[config.mk]
export PLATFORM = sky130hd
export DESIGN_NAME = vram_arbiter
export DESIGN_NICKNAME = d
export VERILOG_FILES = /design/src/rtl/vram_arbiter_pkg.sv /design/src/rtl/vram_arb_pick.sv /design/src/rtl/vram_arbiter.sv
export SDC_FILE = /design/constraint.sdc
export NUM_CORES = 1
export LEC_CHECK = 0
export BUFFER_PORTS_ARGS = -buffer_cell sky130_fd_sc_hd__buf_2
export CORE_MARGIN = 3
export CORE_UTILIZATION = 43
export CTS_CLUSTER_SIZE = 10
export DETAILED_ROUTE_END_ITERATION = 7
export GPL_TIMING_DRIVEN = 0
export PLACE_DENSITY = 0.81
export SLEW_MARGIN = 10
export SYNTH_ARGS = -nofsm -noshare
export SYNTH_HDL_FRONTEND = slang
export SYNTH_HIERARCHICAL = 1
export SYNTH_SLANG_ARGS = --single-unit
[constraint.sdc]
create_clock -name clk28 -period 2.7 [get_ports clk28]
set_input_delay 0.135 -clock clk28 [delete_from_list [all_inputs] [get_ports clk28]]
set_output_delay 0.135 -clock clk28 [all_outputs]
set_load 0.05 [all_outputs]
[src/rtl/vram_arbiter_pkg.sv]
// Shared types for the VRAM arbiter: requester port indices, sequencer states
// and a one-hot to port-index helper.
package vram_arbiter_pkg;

  typedef enum logic [1:0] {ARB_SCR, ARB_CPU, ARB_UP, ARB_DMA} arb_port_t;

  typedef enum logic [1:0] {ARB_IDLE, ARB_SETUP, ARB_STROBE, ARB_HOLD} arb_state_t;

  function automatic arb_port_t onehot_to_port(input logic [3:0] oh);
    arb_port_t p;
    p = ARB_SCR;
    if (oh[1]) p = ARB_CPU;
    if (oh[2]) p = ARB_UP;
    if (oh[3]) p = ARB_DMA;
    return p;
  endfunction

endpackage

[src/rtl/vram_arb_pick.sv]
// Combinational fixed-priority picker: SCR > CPU > UP > DMA, or
// SCR > DMA > CPU > UP while the DMA starvation promote flag is set.
module vram_arb_pick (
  input  logic [3:0] elig,
  input  logic       promote,
  output logic [3:0] win
);

  always_comb begin
    win = 4'b0000;
    if (elig[0])                 win = 4'b0001;
    else if (promote && elig[3]) win = 4'b1000;
    else if (elig[1])            win = 4'b0010;
    else if (elig[2])            win = 4'b0100;
    else if (elig[3])            win = 4'b1000;
  end

endmodule

[src/rtl/vram_arbiter.sv]
// Shared SRAM arbiter and cycle sequencer (IDLE -> SETUP -> STROBE -> [HOLD]).
// Define VRAM_ARBITER_DMA_EN to arbitrate the DMA port and enable the starvation guard.
module vram_arbiter
  import vram_arbiter_pkg::*;
#(
  parameter int STROBE_CYCLES = 1,
  parameter int STARVE_LIMIT  = 15
) (
  input  logic             clk28,
  input  logic             rst,
  input  logic [3:0]       req,
  input  logic [3:0]       we,
  input  logic [3:0][18:0] addr,
  input  logic [3:0][7:0]  wdata,
  output logic [3:0]       gnt,
  output logic [3:0]       done,
  output logic [7:0]       rdata,
  output logic [18:0]      va,
  output logic [7:0]       vd_out,
  output logic             vd_oe,
  input  logic [7:0]       vd_in,
  output logic             n_vrd,
  output logic             n_vwr
);

  localparam int SW = (STROBE_CYCLES > 1) ? $clog2(STROBE_CYCLES) : 1;

  arb_state_t    state, state_next;
  arb_port_t     port, win_port;
  logic          cur_we;
  logic [SW-1:0] stb_cnt;
  logic          strobe_last;
  logic [3:0]    elig, win;
  logic          promote;

`ifdef VRAM_ARBITER_DMA_EN
  logic [3:0] starve_cnt;

  assign elig    = req & ~done;
  assign promote = (starve_cnt == 4'(STARVE_LIMIT));

  // Only losses to CPU/UP count; a loss to SCR leaves the count unchanged.
  always_ff @(posedge clk28 or posedge rst) begin
    if (rst)                                  starve_cnt <= 4'd0;
    else if (!req[3])                         starve_cnt <= 4'd0;
    else if (state == ARB_IDLE && win[3])     starve_cnt <= 4'd0;
    else if (state == ARB_IDLE && elig[3] && (win[1] || win[2]) && !promote)
                                              starve_cnt <= starve_cnt + 4'd1;
  end
`else
  assign elig    = req & ~done & 4'b0111;
  // DMA port absent; promote never set for a legal STARVE_LIMIT
  assign promote = (STARVE_LIMIT == 0);
`endif

  vram_arb_pick u_pick (
    .elig    (elig),
    .promote (promote),
    .win     (win)
  );

  assign win_port    = onehot_to_port(win);
  assign strobe_last = (stb_cnt == '0);

  always_ff @(posedge clk28 or posedge rst) begin
    if (rst) state <= ARB_IDLE;
    else     state <= state_next;
  end

  always_comb begin
    state_next = state;
    case (state)
      ARB_IDLE:   if (|win) state_next = ARB_SETUP;
      ARB_SETUP:  state_next = ARB_STROBE;
      ARB_STROBE: if (strobe_last) state_next = cur_we ? ARB_HOLD : ARB_IDLE;
      ARB_HOLD:   state_next = ARB_IDLE;
      default:    state_next = ARB_IDLE;
    endcase
  end

  always_ff @(posedge clk28 or posedge rst) begin
    if (rst) begin
      port    <= ARB_SCR;
      cur_we  <= 1'b0;
      stb_cnt <= '0;
      gnt     <= 4'b0000;
      done    <= 4'b0000;
      rdata   <= 8'h00;
      va      <= 19'h0;
      vd_out  <= 8'h00;
      vd_oe   <= 1'b0;
      n_vrd   <= 1'b1;
      n_vwr   <= 1'b1;
    end else begin
      done <= 4'b0000;
      case (state)
        ARB_IDLE: if (|win) begin
          port   <= win_port;
          cur_we <= we[win_port];
          gnt    <= win;
          va     <= addr[win_port];
          if (we[win_port]) vd_out <= wdata[win_port];
          vd_oe  <= we[win_port];
        end
        ARB_SETUP: begin
          n_vrd   <= cur_we;
          n_vwr   <= !cur_we;
          stb_cnt <= SW'(STROBE_CYCLES - 1);
        end
        ARB_STROBE: begin
          if (strobe_last) begin
            n_vrd      <= 1'b1;
            n_vwr      <= 1'b1;
            gnt        <= 4'b0000;
            done[port] <= 1'b1;
            if (!cur_we) rdata <= vd_in;
          end else begin
            stb_cnt <= stb_cnt - 1'b1;
          end
        end
        ARB_HOLD: vd_oe <= 1'b0;
        default: ;
      endcase
    end
  end

endmodule

======== Word-level counts from Yosys, hierarchy flattened ========
Cells that the tools add are included.
word-level totals
  input port bits ......................... 126
  register bits ........................... 52
  word-level logic and storage cells ...... 69
  output and inout port bits .............. 46
operators by class
  mux-type cells .......................... 30
  reduce and logical (&&, ||, !) cells .... 14
  bitwise gates (word level) .............. 4
  $add $sub $neg .......................... 1
  equality and inequality tests ........... 5
  magnitude comparators ................... 3
operators with widths
  kind                                                                                  count
  19-bit binary-select mux with 2-bit select                                            1
  4-bit two-way mux                                                                     6
  19-bit two-way mux                                                                    1
  8-bit binary-select mux with 2-bit select                                             1
  2-bit two-way mux                                                                     5
  3-bit AND reduction                                                                   3
  8-bit two-way mux                                                                     1
  1-bit one-hot mux with 2 select lines                                                 4
  2-bit one-hot mux with 4 select lines                                                 1
  4-bit one-hot mux with 2 select lines                                                 1
  2-bit AND reduction                                                                   4
  2-bit by 3-bit less-than comparator with 1-bit output (second input constant)         2
  1-bit two-way mux                                                                     6
  2-bit nonzero test                                                                    3
  2-bit == test (second input constant)                                                 2
  2-bit inequality test (second input constant)                                         2
  4-bit OR reduction                                                                    1
  3-bit AND                                                                             1
  3-bit two-way mux                                                                     1
  3-bit NOT                                                                             1
  1-bit binary-select mux with 2-bit select                                             1
  1-bit demux with 2-bit select                                                         1
  2-bit by 1-bit == test with 1-bit output (second input constant)                      1
  2-bit by 1-bit greater-or-equal comparator with 1-bit output (second input constant)  1
  other kinds (5)                                                                       6

======== Logic depth before layout (Yosys ltp) ========
Gate-level depths: netlist (run 1).
  depth after elaboration ................. 12
  depth in mapped cells ................... 10
  gate-level depth less buffers ........... 7

======== Modules after synthesis ========
Netlist (run 1), hierarchy kept.
modules (own cells, without submodules)
  module         instances  area each (sq um)  sequential area each (sq um)  cells each
  vram_arbiter   1          2682.6             1278.7                        250
  vram_arb_pick  1          45.0               0.0                           6

======== Least setup slack after synthesis (run 1) ========
OpenSTA, ideal clock, no wires.
  path type ............................... reg2reg
  start point ............................. reg done[0]
  end point ............................... reg vd_out[0]
  cell stages (with the launch flop) ...... 9
  data required time ...................... 2572 ps
  setup time .............................. 128 ps
  data arrival time ....................... 2207 ps
  setup slack ............................. 366 ps
  clock period less this slack ............ 2334 ps
  buffers on the path ..................... 2
  path through ............................ dfrtp_1 nor2b_1 a21oi_1 and2_2 buf_2 o41ai_4 nand2b_1 buf_4 mux2_1
on the way
  longest elaborated chain between the ends .. 9
  elaborated cells between the ends (all ways) .. 12
  classes of those cells .................. mux (8); bitwise (2); reduce/logical (2)
ends and longest elaborated chain
  what                                       line                    source
  start: declaration                         vram_arbiter.sv:16      output logic [3:0] done,
  start signal: assignment                   vram_arbiter.sv:87      done <= 4'b0000;
  start signal: assignment                   vram_arbiter.sv:95      done <= 4'b0000;
  start signal: indexed assignment           vram_arbiter.sv:115     done[port] <= 1'b1;
  3-bit NOT (*)                              vram_arbiter.sv:51      assign elig = req & ~done & 4'b0111;
  3-bit AND (*)                              vram_arbiter.sv:51
  net elig[0]                                vram_arbiter.sv:33      logic [3:0] elig, win;
  4-bit two-way mux (*)                      vram_arb_pick.sv:11     if (elig[0]) win = 4'b0001;
  net win[1]                                 vram_arbiter.sv:33
  1-bit two-way mux                          vram_arbiter_pkg.sv:12  if (oh[1]) p = ARB_CPU;
  2-bit two-way mux                          vram_arbiter_pkg.sv:13  if (oh[2]) p = ARB_UP;
  2-bit two-way mux                          vram_arbiter_pkg.sv:14  if (oh[3]) p = ARB_DMA;
  1-bit binary-select mux with 2-bit select  vram_arbiter.sv:102     if (we[win_port]) vd_out <= wdata[win_port];
  1-bit two-way mux (implied by the code)    vram_arbiter.sv:102
  3-bit AND reduction (no source line)       n/a
  end signal: assignment                     vram_arbiter.sv:102
  end: declaration                           vram_arbiter.sv:19      output logic [7:0] vd_out,
Mark *: on every way through the listed nets, which the timed path passes. The rest lies on a longest branch. The select of a mux whose other input is x is not followed.
A chain may end at the register's enable or synchronous reset.

======== Worst setup path in the final report (run 1) ========
  start point ............................. reg done[0]
  end point ............................... reg vd_out[0]
on the way
  elaborated cells between the ends (all ways) .. 12
  classes of those cells .................. mux (8); bitwise (2); reduce/logical (2)
RTL lines
  what                                       line
  3-bit NOT (*)                              vram_arbiter.sv:51
  3-bit AND (*)                              vram_arbiter.sv:51
  net elig[0]                                vram_arbiter.sv:33
  4-bit two-way mux (*)                      vram_arb_pick.sv:11
  net win[2]                                 vram_arbiter.sv:33
  2-bit two-way mux                          vram_arbiter_pkg.sv:13
  2-bit two-way mux                          vram_arbiter_pkg.sv:14
  1-bit binary-select mux with 2-bit select  vram_arbiter.sv:102
  1-bit two-way mux (implied by the code)    vram_arbiter.sv:102
  3-bit AND reduction (no source line)       n/a
Marks and branches as above.

==> impl_metrics.json, run 1 <==
{
  "status": "finished clean",
  "synthTopCellsByArea": "dfrtp_1 45%, mux2_2 10%, a222oi_1 6.2%, mux2i_1 5.1%, o21ai_0 3.9%",
  "nets": 568,
  "synth_cell_types": 35,
  "vias": 2747,
  "p_leak_nw": 1.983,
  "rsz0062_at_grt": "false",
  "grt_pass1_wl_mm": 13.24,
  "dp_hpwl_mm": 6.607,
  "critPathKind": "reg -> reg",
  "fillCellCount": 533,
  "crit_arrival_ns": 2.62,
  "grt_max_degree": 30,
  "worst_path_most_repeated_cell": "a21oi_1",
  "fin_setup_tns_ns": 0,
  "grt_use_total_pct": 22.83,
  "p_per_area_mw_per_mm2": 1190,
  "seqPwrFrac_pct": 29.1,
  "final_cell_mix": "177 x buf_2, 49 x dfrtp_1, 25 x mux2_2, 25 x nand2_1, 21 x o21ai_0",
  "gp_congestion": 0.8072,
  "max-slew-margin-rel_pct": 54.90,
  "grt_pass1_vias": 2792,
  "ant_nets": 0,
  "synth_edf_count": 0,
  "worst_ep_required_time_ns": 2.89,
  "synth_top_cell_by_area": "dfrtp_1",
  "crit_path_end_kind": "flip-flop",
  "first_iter_violations": 197,
  "wirelength_mm": 8.360,
  "slew_violations": 0,
  "gr-total-overflow": 0,
  "clkTransAtPathRegs_ns": 0.09,
  "vias_per_cell": 5.344,
  "synth_cells": 256,
  "core-area_mm2": 0.006026,
  "drt_pass1_iterations": 6,
  "p_switching_mw": 2.326,
  "path_delay_family": "simple AND/OR/NAND/NOR gates",
  "clk_latency_ns": 0.30,
  "cp_slowest_cell": "clkbuf_1",
  "cts_made_buffers": 5,
  "synth-seq-area-share_pct": 46.88,
  "netlist_area_mm2": 0.002728,
  "worst_slew_pin_slew_ns": 0.6740,
  "swShare_pct": 50.81,
  "finalHoldViolations": 0,
  "irDropWorstVdd_mv": 0.5934,
  "ioPinCount": 172,
  "hold_path.class": "in -> reg",
  "cap_violations": 0,
  "syn_to_final_growth_pct": 41.01,
  "io_buffer_count": 170,
  "ys.warnings.count": 6,
  "drc": 0,
  "syn_area_per_cell_um2": 10.65,
  "power_frac_clock_pct": 13.5,
  "final.setup_skew_ns": 0.009872,
  "cts_root_buf": "clkbuf_8",
  "clock_path_buffers": 2,
  "cts_setup_buffers": 0,
  "drive_above_1_share_pct": 50.34,
  "critPathMaxFanout": 10,
  "synth_top_area_share_pct": 44.95,
  "setup_viol": 0,
  "final_common_cell": "buf_2",
  "die_w_um": 85.65,
  "htreeDepth": 2,
  "internal_power_mw": 2.252,
  "start_util_pct": 45.27,
  "whs_ns": 0.05487,
  "ys.flop_type": "dfrtp_1",
  "dieArea_mm2": 0.007335,
  "multi_input_area_mm2": 0.001328,
  "cp_cell_sequence": "nor2b_1 > a21oi_1 > and3b_1 > nor2_2 > clkbuf_1 > a21oi_1 > mux2_1",
  "pwr-share-comb_pct": 57.4,
  "fp.dieH_um": 85.65,
  "rows": 28,
  "period_needed_ns": 2.428,
  "slowest_delay_ns": 0.46,
  "timing.critical_path.buf_inv": 1,
  "worstSetupStartpointType": "flip-flop",
  "yosys_register_bits": 51,
  "timing.fmax_ghz": 0.4118,
  "wire_per_inst_um": 16.26,
  "final-seq-area_mm2": 0.001279,
  "async_flop_share_pct": 100.0,
  "cts_tree": "yes",
  "insertedDiodeCount": 0,
  "post-route-period-util_pct": 89.93,
  "antenna_found_initial": 0,
  "cts_sinks": 51
}
[cells in the mapped netlist (2+ instances only)]
cell and instances:
buf_4 3, nor2_1 9, a21oi_1 15, mux2_2 25, mux2i_1 14, buf_2 7
mux2_1 8, a222oi_1 17, dfrtp_1 49, and3b_1 2, nand2_1 25, inv_1 10
clkbuf_1 9, dfstp_2 2, o22ai_1 12, nand2b_1 2, nor2b_1 3, o221ai_1 2
o21ai_0 21, ha_1 4, a31oi_1 3
[worst paths after layout]
kind,start,endpoint,slack (ns),depth (start not counted)
setup / recovery,done[0],vd_out[0],0.27,7
hold / removal,vd_in[3],rdata[3],0.05,2
setup reg to reg,done[0],vd_out[0],0.27,7
hold reg to reg,va[13],va[13],0.49,2
max in group asynchronous,rst,n_vwr,1.70,4
min in group asynchronous,rst,rdata[5],0.41,3
[power groups by stage]
stage	Clock, mW	Combinational [mW]	Sequential, mW
floorplan	0	0.881	2.42
global placement	0	2.58	1.32
detailed placement	0	2.63	1.35
CTS	0.634	2.64	1.33
global route	0.661	2.82	1.38
finish	0.618	2.63	1.33
[cell type report]
| type | instances | area share (%) |
|---|---|---|
| Buffer | 19 | 2.375 |
| Clock buffer | 6 | 1.887 |
| Clock inverter | 2 | 1.561 |
| Inverter | 11 | 1.074 |
| Multi-Input combinational cell | 178 | 34.52 |
| Sequential cell | 51 | 33.25 |
| Tap cell | 75 | 2.440 |
| Timing Repair Buffer | 172 | 22.90 |
[sequential cells by signal (all words and copies together), names as in the netlist]
signal and flops:
va 19, rdata 8, vd_out 8, done 4, gnt 4, port 2
state 2, cur_we 1, n_vrd 1, n_vwr 1, vd_oe 1
[cell families after synthesis]
kind of cell               after synthesis  synth area share (%)
adders and majority gates                4                 1.835
and+or+nand+nor                         48                 8.074
AOI/OAI and AO/OA                       75                 19.45
buffers and inverters                   30                 4.862
other                                    1                0.1375
muxes                                   47                 18.76
DFF                                     51                 46.88
[per-layer routing]
layer	share of wire (%)	GRT usage (%)	vias to the layer above
met2	51	41.81	131
met1	40	27.95	1295
met4	1.5	6.619	0
met5	0	0	-
met3	7.0	2.978	11
li1	-	-	1310
[timing repair]
| action | 4_1_cts | 5_1_grt |
|---|---|---|
| setup endpoints to repair | 0 | 0 |
| endpoints found under the hold margin | 22 | 0 |
| hold buffers | 1 | 0 |
| gates resized for setup | 0 | 0 |
[stage by stage]
step	util, %	setup WS (ns)	area [µm²]	total power [mW]	instances
final	63.83	0.2718	3846	4.578	514
after global routing	63.83	0.1307	3846	4.862	514
after CTS	63.83	0.2932	3846	4.606	514
after detailed placement	61.46	0.3269	3704	3.980	505
after global placement	61.13	0.3111	3684	3.907	504
after floorplan	-	0.3656	2739	3.298	259
No activity file was read; power rests on OpenSTA's default activity.
==> run 2: changes to the inputs <==
CELL_PAD_IN_SITES_DETAIL_PLACEMENT = 1   (was unset)
CELL_PAD_IN_SITES_GLOBAL_PLACEMENT = 1   (was unset)
CORE_UTILIZATION = 31   (was 43)
CTS_CLUSTER_SIZE = 24   (was 10)
PLACE_DENSITY = unset   (was 0.81)
PLACE_DENSITY_LB_ADDON = 0.1   (was unset)
==> run 2 against run 1 <==
  * Via count increased by 0.44%
  * Worst setup slack worse by 0.085 ns
  * First-iteration DRC count fell by 54%
  * Critical path type unchanged
  * Sequential cell count is the same
  * Die area is 36% higher
  * Highest routed layer unchanged
  * Largest power group unchanged
  * Global-route usage down 3.6 points
  * Fmax fell by 3.4%
  * Final area rose by 0.29%
  * Final cell count rose by 5.8%
==> impl_metrics.json, run 2 (synthesis results as in run 1) <==
{
  "max-slew-margin-rel_pct": 43.17,
  "dieArea_mm2": 0.009960,
  "start_util_pct": 32.54,
  "final_cell_mix": "177 x buf_2, 49 x dfrtp_1, 25 x mux2_2, 25 x nand2_1, 21 x o21ai_0",
  "power_mw": 4.517,
  "slew_violations": 0,
  "fp.dieH_um": 99.80,
  "setup_viol": 0,
  "whs_ns": 0.06294,
  "cts_root_buf": "clkbuf_8",
  "drc": 0,
  "cts_sinks": 51,
  "crit_arrival_ns": 2.70,
  "ant_nets": 0,
  "drt_pass1_iterations": 5,
  "critPathKind": "reg -> reg",
  "finalHoldViolations": 0,
  "reg.largest.list": "va: 19 flops, rdata: 8 flops, vd_out: 8 flops",
  "grt_pass1_wl_mm": 15.08,
  "dp_hpwl_mm": 7.709,
  "hold_path.class": "in -> reg",
  "gp_congestion": 0.7622,
  "status": "finished clean",
  "clkTransAtPathRegs_ns": 0.10,
  "place_inst": 535,
  "cts_made_buffers": 5,
  "regMostFlops": "va",
  "final.setup_skew_ns": 0.01387,
  "layout.cells.non_filler": 544,
  "irDropWorstVdd_mv": 0.5398,
  "rsz0062_at_grt": "false",
  "p_leak_nw": 1.970,
  "cap_violations": 0,
  "timing.fmax_ghz": 0.3980,
  "cts_setup_buffers": 0,
  "fillCellCount": 1027,
  "p_per_area_mw_per_mm2": 1171,
  "io_buffer_count": 170,
  "period_needed_ns": 2.513,
  "clock_path_buffers": 2,
  "post-route-period-util_pct": 93.07,
  "die_w_um": 99.80,
  "first_iter_violations": 90,
  "wirelength_mm": 9.550,
  "gr-total-overflow": 0,
  "rows": 33,
  "cts-resized-gates": 0,
  "cts_tree": "yes",
  "largest_reg_flops": 19,
  "fin_setup_tns_ns": 0,
  "final_common_cell": "buf_2",
  "wire_per_inst_um": 17.56,
  "worst_slew_pin_slew_ns": 0.8494,
  "syn_to_final_growth_pct": 41.42,
  "worstSetupStartpointType": "flip-flop",
  "grt_max_degree": 27,
  "vias_per_cell": 5.072,
  "grt_use_total_pct": 19.25,
  "nets": 568,
  "crit_path_end_kind": "flip-flop",
  "grt_pass1_vias": 2960,
  "clk_latency_ns": 0.30,
  "worst_ep_required_time_ns": 2.89,
  "ioPinCount": 172,
  "antenna_found_initial": 0,
  "core-area_mm2": 0.008382,
  "critPathMaxFanout": 10,
  "htreeDepth": 2,
  "insertedDiodeCount": 0,
  "vias": 2759,
  "fin_util_pct": 46.02,
  "drive_above_1_share_pct": 50.11
}
==> run 2: cell types whose count changed in the layout (fill, tap and decap cells not counted), sizes merged <==
cell | previous run | this run
bufinv | 2 | 1
clkbuf | 15 | 16
==> run 2: worst max-delay path, cell delays in order, from the launching register on <==
cell,delay (ns)
dfrtp_1,0.39
nor2b_1,0.26
a21oi_1,0.09
and3b_1,0.32
nor2_2,0.43
clkbuf_1,0.47
a21oi_1,0.13
mux2_1,0.31
==> run 2: area by class of cell <==
| cell class | instances | area (µm²) | share of cell area, % |
|---|---|---|---|
| clock buffer | 7 | 76.32 | 1.979 |
| sequential | 51 | 1279 | 33.15 |
| multi-input combinational | 178 | 1328 | 34.41 |
| tap | 105 | 131.4 | 3.406 |
| inverter | 11 | 41.29 | 1.070 |
| clock inverter | 1 | 30.03 | 0.7785 |
| timing repair buffer | 172 | 880.8 | 22.83 |
| buffer | 19 | 91.34 | 2.368 |
==> run 2: worst paths after layout <==
kind | startpoint | endpoint | slack (ns) | depth (start not counted)
max in group asynchronous | rst | n_vrd | 1.64 | 4
setup / recovery | done[0] | vd_out[0] | 0.19 | 7
hold reg to reg | va[13] | va[13] | 0.48 | 2
setup reg to reg | done[0] | vd_out[0] | 0.19 | 7
hold / removal | vd_in[4] | rdata[4] | 0.06 | 2
min in group asynchronous | rst | rdata[5] | 0.44 | 3
==> run 2: per-stage QoR <==
| stage | cell area (µm²) | setup slack [ns] |
|---|---|---|
| finish | 3857 | 0.1872 |
| detailed placement | 3741 | 0.1836 |
| global placement | 3721 | 0.2587 |
| floorplan | 2739 | 0.3656 |
| global route | 3857 | 0.01296 |
| CTS | 3857 | 0.1534 |
==> run 2: what timing repair did <==
action,CTS,global route
hold endpoints to repair,25,0
setup endpoints to repair,0,0
hold buffers,1,0
==> run 2: power breakdown <==
group / total, mW / internal (mW) / leakage (nW) / switching [mW]
combinational: 2.67 / 0.755 / 1.29 / 1.92
clock: 0.521 / 0.278 / 0.0524 / 0.243
sequential: 1.32 / 1.13 / 0.628 / 0.197
total: 4.52 / 2.16 / 1.97 / 2.36
==> run 2: per-layer routing <==
metal  track usage, %  vias to the layer above  part of all wire, %
li1                 -                     1311                    -
met1            22.08                     1342                   38
met2            35.09                       98                   53
met3            5.420                        8                  7.9
met4            4.937                        0                  1.1
met5                0                        -                    0
==> run 3: changes to the inputs <==
CORE_ASPECT_RATIO = 1.4   (was unset)
==> run 3 against run 2 <==
  * Clock-buffer cell count decreased by 1
  * Fmax increased by 3.6%
  * Via count increased by 1.8%
  * First-iteration DRC count increased by 59%
  * Sequential share of layout area decreased by 0.54 points
  * Register-to-register slack improved by 0.09 ns
  * Utilization increased by 0.97 points
  * Routed wire length increased by 1.3%
  * Clock skew decreased by 0.011 ns
  * Combinational power about the same
  * Largest cell class unchanged
==> impl_metrics.json, run 3 (synthesis results as in run 1) <==
{
  "final_cell_mix": "177 x buf_2, 49 x dfrtp_1, 25 x mux2_2, 25 x nand2_1, 21 x o21ai_0",
  "critPathKind": "reg -> reg",
  "irDropWorstVdd_mv": 0.5767,
  "timing.rr.end": "vd_out[3]",
  "power_mw": 4.739,
  "grt_pass1_vias": 3004,
  "drt_pass1_iterations": 5,
  "die_w_um": 85.28,
  "rows": 39,
  "vias": 2808,
  "cts_sinks": 51,
  "reg.largest.list": "va: 19 flops, rdata: 8 flops, vd_out: 8 flops",
  "critPathMaxFanout": 10,
  "ioPinCount": 172,
  "hold_path_depth": 2,
  "setup_viol": 0,
  "final_common_cell": "buf_2",
  "cts-resized-gates": 0,
  "core-area_mm2": 0.008344,
  "final.setup.worst_slack_ns": 0.2757,
  "grt_max_degree": 33,
  "hold_path.class": "in -> reg",
  "regMostFlops": "va",
  "grt_pass1_wl_mm": 15.08,
  "cts_made_buffers": 5,
  "worst_ep_required_time_ns": 2.87,
  "cp_slowest_cell": "o41ai_4",
  "grt_use_total_pct": 19.14,
  "antenna_found_initial": 0,
  "vias_per_cell": 5.190,
  "start_util_pct": 32.69,
  "fillCellCount": 1030,
  "largest_reg_flops": 19,
  "worst_slew_pin_slew_ns": 0.7710,
  "drc": 0,
  "ant_nets": 0,
  "fin_setup_tns_ns": 0,
  "slew_violations": 0,
  "p_per_area_mw_per_mm2": 1209,
  "period_needed_ns": 2.424,
  "crit_arrival_ns": 2.59,
  "fp.dieH_um": 117.0,
  "cts_root_buf": "clkbuf_16",
  "rrSetupSlack_ns": 0.28,
  "clk_latency_ns": 0.29,
  "clock_path_buffers": 2,
  "drive_above_1_share_pct": 50.57,
  "status": "finished clean",
  "htreeDepth": 2,
  "worstSetupStartpointType": "flip-flop",
  "place_inst": 532,
  "rsz0062_at_grt": "false",
  "insertedDiodeCount": 0,
  "final_area_mm2": 0.003921,
  "finalHoldViolations": 0,
  "dp_hpwl_mm": 7.789,
  "slowest_delay_ns": 0.56,
  "whs_ns": 0.07550,
  "dpl_worst_slack_ns": 0.2633,
  "cp_cell_sequence": "nor2b_1 > a21oi_1 > and2_2 > buf_2 > o41ai_4 > nand2b_1 > buf_4 > mux2_1",
  "fin_util_pct": 46.99,
  "gr-total-overflow": 0,
  "holdPathEnd": "rdata[6]",
  "p_leak_nw": 2.004,
  "gp_congestion": 0.7873,
  "max-slew-margin-rel_pct": 48.41,
  "layout.cells.non_filler": 541,
  "first_iter_violations": 143,
  "dpl_cell_area_mm2": 0.003737,
  "cap_violations": 0,
  "cts_tree": "yes",
  "crit_path_end_kind": "flip-flop",
  "min_from": "vd_in[6]",
  "regToRegStartpoint": "done[0]",
  "wire_per_inst_um": 17.89,
  "dieArea_mm2": 0.009976,
  "nets": 568,
  "clkTransAtPathRegs_ns": 0.07,
  "post-route-period-util_pct": 89.79,
  "io_buffer_count": 170,
  "rr_worst_depth": 8,
  "syn_to_final_growth_pct": 43.76,
  "timing.fmax_ghz": 0.4125,
  "wirelength_mm": 9.676,
  "final.setup_skew_ns": 0.003175
}
run 3: cell count changes in the layout (fill, tap and decap cells not counted):
cell / change
clkinv_2: +1
clkbuf_16: +5
clkbuf_1: -2
clkbuf_8: -4
run 3: report_power, final:
group / internal [mW] / switching, mW
Clock: 0.461 / 0.280
Sequential: 1.13 / 0.207
Combinational: 0.754 / 1.91
Total: 2.35 / 2.39
run 3: worst max-delay path by stage:
stage                     startpoint        end  slack [ns]  depth (start not counted)
after floorplan              done[0]  vd_out[0]        0.37                          8
after global placement       done[0]  vd_out[4]        0.31                          8
after detailed placement     done[0]  vd_out[3]        0.26                          8
after CTS                    done[0]  vd_out[1]        0.24                          8
after global routing         done[0]  vd_out[5]       0.003                          8
final                        done[0]  vd_out[3]        0.28                          8
run 3: cell type report:
class	instances	area, µm²	area share (%)
Timing Repair Buffer	172	880.8	22.46
Clock buffer	6	138.9	3.542
Sequential cell	51	1279	32.61
Tap cell	102	127.6	3.255
Buffer	19	91.34	2.329
Multi-Input combinational cell	178	1328	33.85
Inverter	11	41.29	1.053
Clock inverter	2	35.03	0.8934
run 3: repair_timing:
item	in CTS	in global routing
endpoints found under the hold margin	19	0
buffers inserted	0	0
hold buffers	1	0
run 3: routing by layer:
metal / GRT usage (%) / vias up / share of wire (%)
li1: - / 1315 / -
met1: 20.84 / 1389 / 38
met2: 35.79 / 98 / 55
met3: 4.902 / 6 / 6.4
met4: 6.653 / 0 / 0.98
met5: 0 / - / 0
run 3: critical path: cells and delay by family (launching register included):
| kind | cells | cell delay [ns] |
|---|---|---|
| compound gates | 2 | 0.63 |
| buf+inv | 2 | 0.36 |
| flops | 1 | 0.38 |
| mux | 1 | 0.34 |
| simple gates | 3 | 0.59 |
